### config.mk
export PLATFORM = sky130hd
export DESIGN_NAME = gate_array_pipe
export DESIGN_NICKNAME = d
export VERILOG_FILES = /design/src/rtl/gate_array_pipe.sv
export SDC_FILE = /design/constraint.sdc
export NUM_CORES = 1
export LEC_CHECK = 0
export ABC_AREA = 1
export BUFFER_PORTS_ARGS = -buffer_cell sky130_fd_sc_hd__buf_2
export CORE_AREA = 2 2 96 98
export CTS_CLUSTER_DIAMETER = 200
export DETAILED_ROUTE_END_ITERATION = 10
export DIE_AREA = 0 0 98 100
export GPL_ROUTABILITY_DRIVEN = 0
export HOLD_SLACK_MARGIN = 0.03
export PLACE_DENSITY_LB_ADDON = 0.3
export SLEW_MARGIN = 5
export SYNTH_ARGS = -nofsm -noshare
export SYNTH_HDL_FRONTEND = slang
export SYNTH_SLANG_ARGS = --single-unit
### constraint.sdc
create_clock -name clk -period 2 [get_ports clk]
set_input_delay 0.2 -clock clk [delete_from_list [all_inputs] [get_ports clk]]
set_output_delay 0.2 -clock clk [all_outputs]
set_load 0.005 [all_outputs]
### src/rtl/gate_array_pipe.sv
// Registered bitwise gate array with one-deep valid/ready output stage, result flags
// and a saturating delivery counter. Define GATE_ACC_EN to add the result-chaining register.
module gate_array_pipe #(
    parameter int unsigned WIDTH = 8,
    parameter int unsigned CNT_W = 16
) (
    input  logic             clk,
    input  logic             rst,
    input  logic [WIDTH-1:0] A,
    input  logic [WIDTH-1:0] B,
    input  logic [2:0]       op,
    input  logic             acc,
    input  logic             in_valid,
    output logic             in_ready,
    output logic [WIDTH-1:0] Y,
    output logic             zero,
    output logic             ones,
    output logic             out_valid,
    input  logic             out_ready,
    output logic [CNT_W-1:0] count
);

    localparam logic [2:0] OP_AND  = 3'd0;
    localparam logic [2:0] OP_OR   = 3'd1;
    localparam logic [2:0] OP_NAND = 3'd2;
    localparam logic [2:0] OP_NOR  = 3'd3;
    localparam logic [2:0] OP_XOR  = 3'd4;
    localparam logic [2:0] OP_XNOR = 3'd5;
    localparam logic [2:0] OP_NOTA = 3'd6;

    localparam logic [CNT_W-1:0] CNT_MAX = '1;

    typedef enum logic {
        S_EMPTY = 1'b0,
        S_FULL  = 1'b1
    } state_t;

    state_t           state_q, state_d;
    logic [WIDTH-1:0] y_q, y_d;
    logic             zero_q, zero_d;
    logic             ones_q, ones_d;
    logic [CNT_W-1:0] cnt_q, cnt_d;
    logic [WIDTH-1:0] bsel;
    logic [WIDTH-1:0] res;
    logic             accept;
    logic             xfer;

`ifdef GATE_ACC_EN
    logic [WIDTH-1:0] last_q, last_d;

    // Chained operation: substitute the previously accepted result for B
    assign bsel = acc ? last_q : B;
`else
    logic unused_acc;

    assign unused_acc = acc;
    assign bsel       = B;
`endif

    assign out_valid = (state_q == S_FULL);
    assign in_ready  = !out_valid || out_ready;
    assign accept    = in_valid && in_ready;
    assign xfer      = out_valid && out_ready;
    assign Y         = y_q;
    assign zero      = zero_q;
    assign ones      = ones_q;
    assign count     = cnt_q;

    // Bitwise function select
    always_comb begin
        res = '0;
        case (op)
            OP_AND:  res = A & bsel;
            OP_OR:   res = A | bsel;
            OP_NAND: res = ~(A & bsel);
            OP_NOR:  res = ~(A | bsel);
            OP_XOR:  res = A ^ bsel;
            OP_XNOR: res = ~(A ^ bsel);
            OP_NOTA: res = ~A;
            default: res = A;
        endcase
    end

    // Next-state and datapath update
    always_comb begin
        state_d = state_q;
        y_d     = y_q;
        zero_d  = zero_q;
        ones_d  = ones_q;
        cnt_d   = cnt_q;
`ifdef GATE_ACC_EN
        last_d  = last_q;
`endif

        case (state_q)
            S_EMPTY: if (accept)         state_d = S_FULL;
            S_FULL:  if (xfer && !accept) state_d = S_EMPTY;
            default:                     state_d = S_EMPTY;
        endcase

        if (accept) begin
            y_d    = res;
            zero_d = (res == '0);
            ones_d = (res == '1);
`ifdef GATE_ACC_EN
            last_d = res;
`endif
        end

        if (xfer && (cnt_q != CNT_MAX)) begin
            cnt_d = cnt_q + CNT_W'(1);
        end
    end

    always_ff @(posedge clk) begin
        if (rst) begin
            state_q <= S_EMPTY;
            y_q     <= '0;
            zero_q  <= 1'b1;
            ones_q  <= 1'b0;
            cnt_q   <= '0;
`ifdef GATE_ACC_EN
            last_q  <= '0;
`endif
        end else begin
            state_q <= state_d;
            y_q     <= y_d;
            zero_q  <= zero_d;
            ones_q  <= ones_d;
            cnt_q   <= cnt_d;
`ifdef GATE_ACC_EN
            last_q  <= last_d;
`endif
        end
    end

endmodule
==> impl.org <==
** Synthesis
- Warnings, synthesis :: 0
- Unique cell type count in the Yosys netlist :: 27
- Each instance of the synthesized netlist takes up on average 6.05 um2.
- Number of flip-flops and latches in the synthesized netlist :: 27
- Sorting the synthesized cells by area gives the leading types as dfxtp_1 (26%), nand2_1 (15%), nor2_1 (11%).
- Counting flops with a built-in enable in the synthesized netlist gives 0.
- Number of nets in the synthesized netlist :: 391
- Fraction of registers with async set/reset :: 0%
- Sequential cells were found to cover 25.5% of the synthesized design area.
- Counting every instance in the synthesized netlist gives 350.
- In the synthesized netlist the dominant register cell turns out to be dfxtp_1.
- The share of synthesized area in the top cell type comes to 25.5%.
- Post-Syn Area :: 2120 um2
- Largest area contributor in the netlist :: dfxtp_1

** Clock network
- Clock-pin slew reported for the worst setup and hold paths after clock tree synthesis :: 0.09 ns
- Clock sink count :: 27
- At the later pin of the worst-skew pair, clock insertion delay measures 0.27 ns.
- Clock H-tree levels :: 1
- Inserted Clock Buffers :: 3
- Clk root buf :: clkbuf_8
- Buffer depth of the longest clock path :: 2
- TritonCTS built the clock tree.
- Number of buffers inserted to repair setup after CTS :: 0

** Die
- From left edge to right edge, the die measures 98 um.
- Once the floorplan was initialized, standard cells occupied 23.8% of the core.
- Overall die area :: 9800 um2
- I/O pin count :: 52
- The die is 100 um tall.
- Standard-cell rows :: 35
- Floorplan Core Area :: 8890 um2

** Finish
- Of the cells placed in the final design, the portion with a size suffix greater than 1 is 17.7%.
- Fillers :: 1,059
- Summed area of non-filler cells in the final layout :: 2560 um2
- In the final layout, flip-flops and latches occupy 541 um2.
- Diode count :: 0
- The multi-input combinational cells in the finished layout cover a total of 1340 um2.
- Most frequent cells in the layout :: nand2_1 (82), nor2_1 (61), buf_2 (50)
- After the last flow step, the layout net total stands at 443.
- Count of placed standard cells in the final layout, fillers left out :: 512
- From synthesis to final layout, the design area changed by 20.8%.
- The library cell used most frequently in the layout, excluding fill and tap cells, is nand2_1.

** Outcome
- The flow ran to the end, and the final reports show no timing, DRC or antenna violations.

** STA
- Setup violations remaining at the end of the flow were counted as 0.
- The final critical path takes up 87.3% of the cycle.
- For the finished layout, the period the worst path requires is 1.75 ns.
- Unrepaired setup endpoints after global routing :: no
- The worst pin sits at a relative slew slack of 69.3%.
- Between clock sinks in the finished design, the worst skew comes to 0.00217 ns.
- At the pin with the least slew margin, the transition time is 0.460 ns.
- The number of failing hold endpoints at the final stage was 0.
- Pins Over Slew Limit :: 0
- Final sum of negative setup slack :: 0 ns
- Maximum clock rate :: 572 MHz

** Setup path
- Required time of the worst setup path :: 2.18 ns
- The critical path is of the reg2reg type.
- The kind of cell with the highest combined delay along the critical path is simple AND/OR/NAND/NOR gates.
- On the critical path, the stage with the largest delay is an instance of dfxtp_1.
- Type of origin of the critical path :: flop
- On the worst path, the slowest cell contributes a delay of 0.36 ns.
- For the worst setup path, the data arrival time is 1.92 ns.
- Of all nets on the critical path, the largest fanout is 10.
- The critical path contains buffers and inverters numbering 0 combined.
- Critical Path, Cell by Cell :: ha_1, nand3_1, nor2_2, nand3_1, nand2_4, nor2_1, nand2_1, nor2_1, nand2_1, nand2_1, nor2_1
- STA classifies the critical path endpoint as a flop.

** Drt
- Using the TritonRoute via totals, the vias-per-cell ratio works out to 4.42.
- The first detailed-routing pass ran for 5 iterations.
- Total vias in the final route :: 2,261
- Final routed wirelength across all metal layers :: 5.61 mm
- Average wire per standard cell :: 11.0 um
- DRC violations left :: 0
- Count of antenna-violating nets left after detailed routing :: 0
- Starting DRC count in detailed routing :: 55

** Power
- Total power draw :: 1160 uW
- Fraction of power consumed by the clock network :: 26.9%
- Summed over all cells, the static leakage comes to 0.00132 uW.
- The share of total power dissipated in combinational logic is 24.4%.
- The internal portion of the total power is 808 uW.
- Power spread over the standard cell area amounts to 455 nW/um2.
- Of the total power, registers draw 48.7%.
- Net Sw Frac :: 30.6%
- Summed over all nets, the switching power comes to 356 uW.
- Maximum VDD drop :: 0.223 mV

** Placed design
- Buffers placed on the I/O ports in this run total 50.
- Placed inst area :: 2510 um2
- Post-Place Cells :: 508
- Final HPWL DP :: 4.44 mm

** Global routing
- Global routing usage summed across all routing layers :: 11.5%
- Initial antenna violation count :: 0
- Via count of the first global-routing pass :: 2,094
- Global-route congestion overflow total :: 0
- Largest net degree at the start of global routing :: 18
- The first global-routing pass estimated 9.43 mm of wire.

** Job
- Max-cap violations in this run came to 0.

** Min path
- The tightest min-delay check is of the in2reg type.
-- layout make-up --
class,count,area share (%)
Tap cell,111,5.43
Timing Repair Buffer,56,11.5
Clock buffer,4,1.76
Sequential cell,27,21.1
Multi-Input combinational cell,261,52.4
Inverter,53,7.78
-- worst paths after layout --
path	startpoint	endpoint	slack, ns	cells after the start
worst max register to register	count[0]$_SDFFE_PP0P_	count[14]$_SDFFE_PP0P_	0.25	11
worst min-delay path	in_valid	out_valid$_SDFF_PP0_	0.17	3
worst min register to register	Y[0]$_SDFFE_PP0P_	Y[0]$_SDFFE_PP0P_	0.47	2
worst max-delay path	count[0]$_SDFFE_PP0P_	count[14]$_SDFFE_PP0P_	0.25	11
-- registers in the layout, summed over array words and instances, names as in the netlist --
| register | flops |
|---|---|
| Y | 8 |
| out_valid | 1 |
| ones | 1 |
| count | 16 |
| zero | 1 |
-- layer usage --
metal | vias up | track usage, % | wire, um
met2 | 47 | 20.1 | 2670
li1 | 1206 | - | -
met5 | - | 0 | 0
met3 | 5 | 1.46 | 303
met4 | 0 | 2.67 | 45
met1 | 1003 | 15.2 | 2590
-- worst register-to-register path: stages, from the launching register on --
cell and delay, ns:
dfxtp_1 0.36, ha_1 0.24, nand3_1 0.14, nor2_2 0.07, nand3_1 0.11, nand2_4 0.11
nor2_1 0.21, nand2_1 0.13, nor2_1 0.13, nand2_1 0.06, nand2_1 0.05, nor2_1 0.04
-- stage by stage --
step | setup WS [ns] | utilization [%] | hold WS [ns]
after CTS | 0.234 | 28.7 | 0.167
after global routing | 0.0299 | 28.8 | 0.168
final | 0.253 | 28.8 | 0.171
after floorplan | 0.452 | - | 0.334
after global placement | 0.226 | 28.2 | 0.452
after detailed placement | 0.244 | 28.2 | 0.453
-- kinds of logic after synthesis --
logic type | share of synthesized area [%]
fa+ha+maj | 10.0
simple gates | 43.1
flops | 25.5
xor+xnor | 2.07
compound gates | 7.74
buf+inv | 11.6
-- cell usage after synthesis, types with 2 or more instances --
cell type,number
nand2_1,82
nor2_1,62
inv_1,48
nand3_1,32
dfxtp_1,27
ha_1,17
o21ai_0,16
a21oi_1,13
nand4_1,10
nand3b_1,8
buf_2,4
inv_2,4
nor3_1,4
clkbuf_1,3
xnor2_1,3
buf_4,2
nand2_2,2
nor2_2,2
nor3_2,2
xor2_1,2
-- what timing repair did --
action,4_1_cts,5_1_grt
endpoints found under the setup margin,0,3
resized for setup,0,2
hold buffers,0,0
-- power by group through the flow --
stage	clock network, uW	registers [uW]	logic, uW
after detailed placement	0	579	289
after floorplan	0	581	177
final	313	566	284
after CTS	326	567	289
after global placement	0	579	285
after global routing	351	569	327
Power figures use the tool's default switching activity.
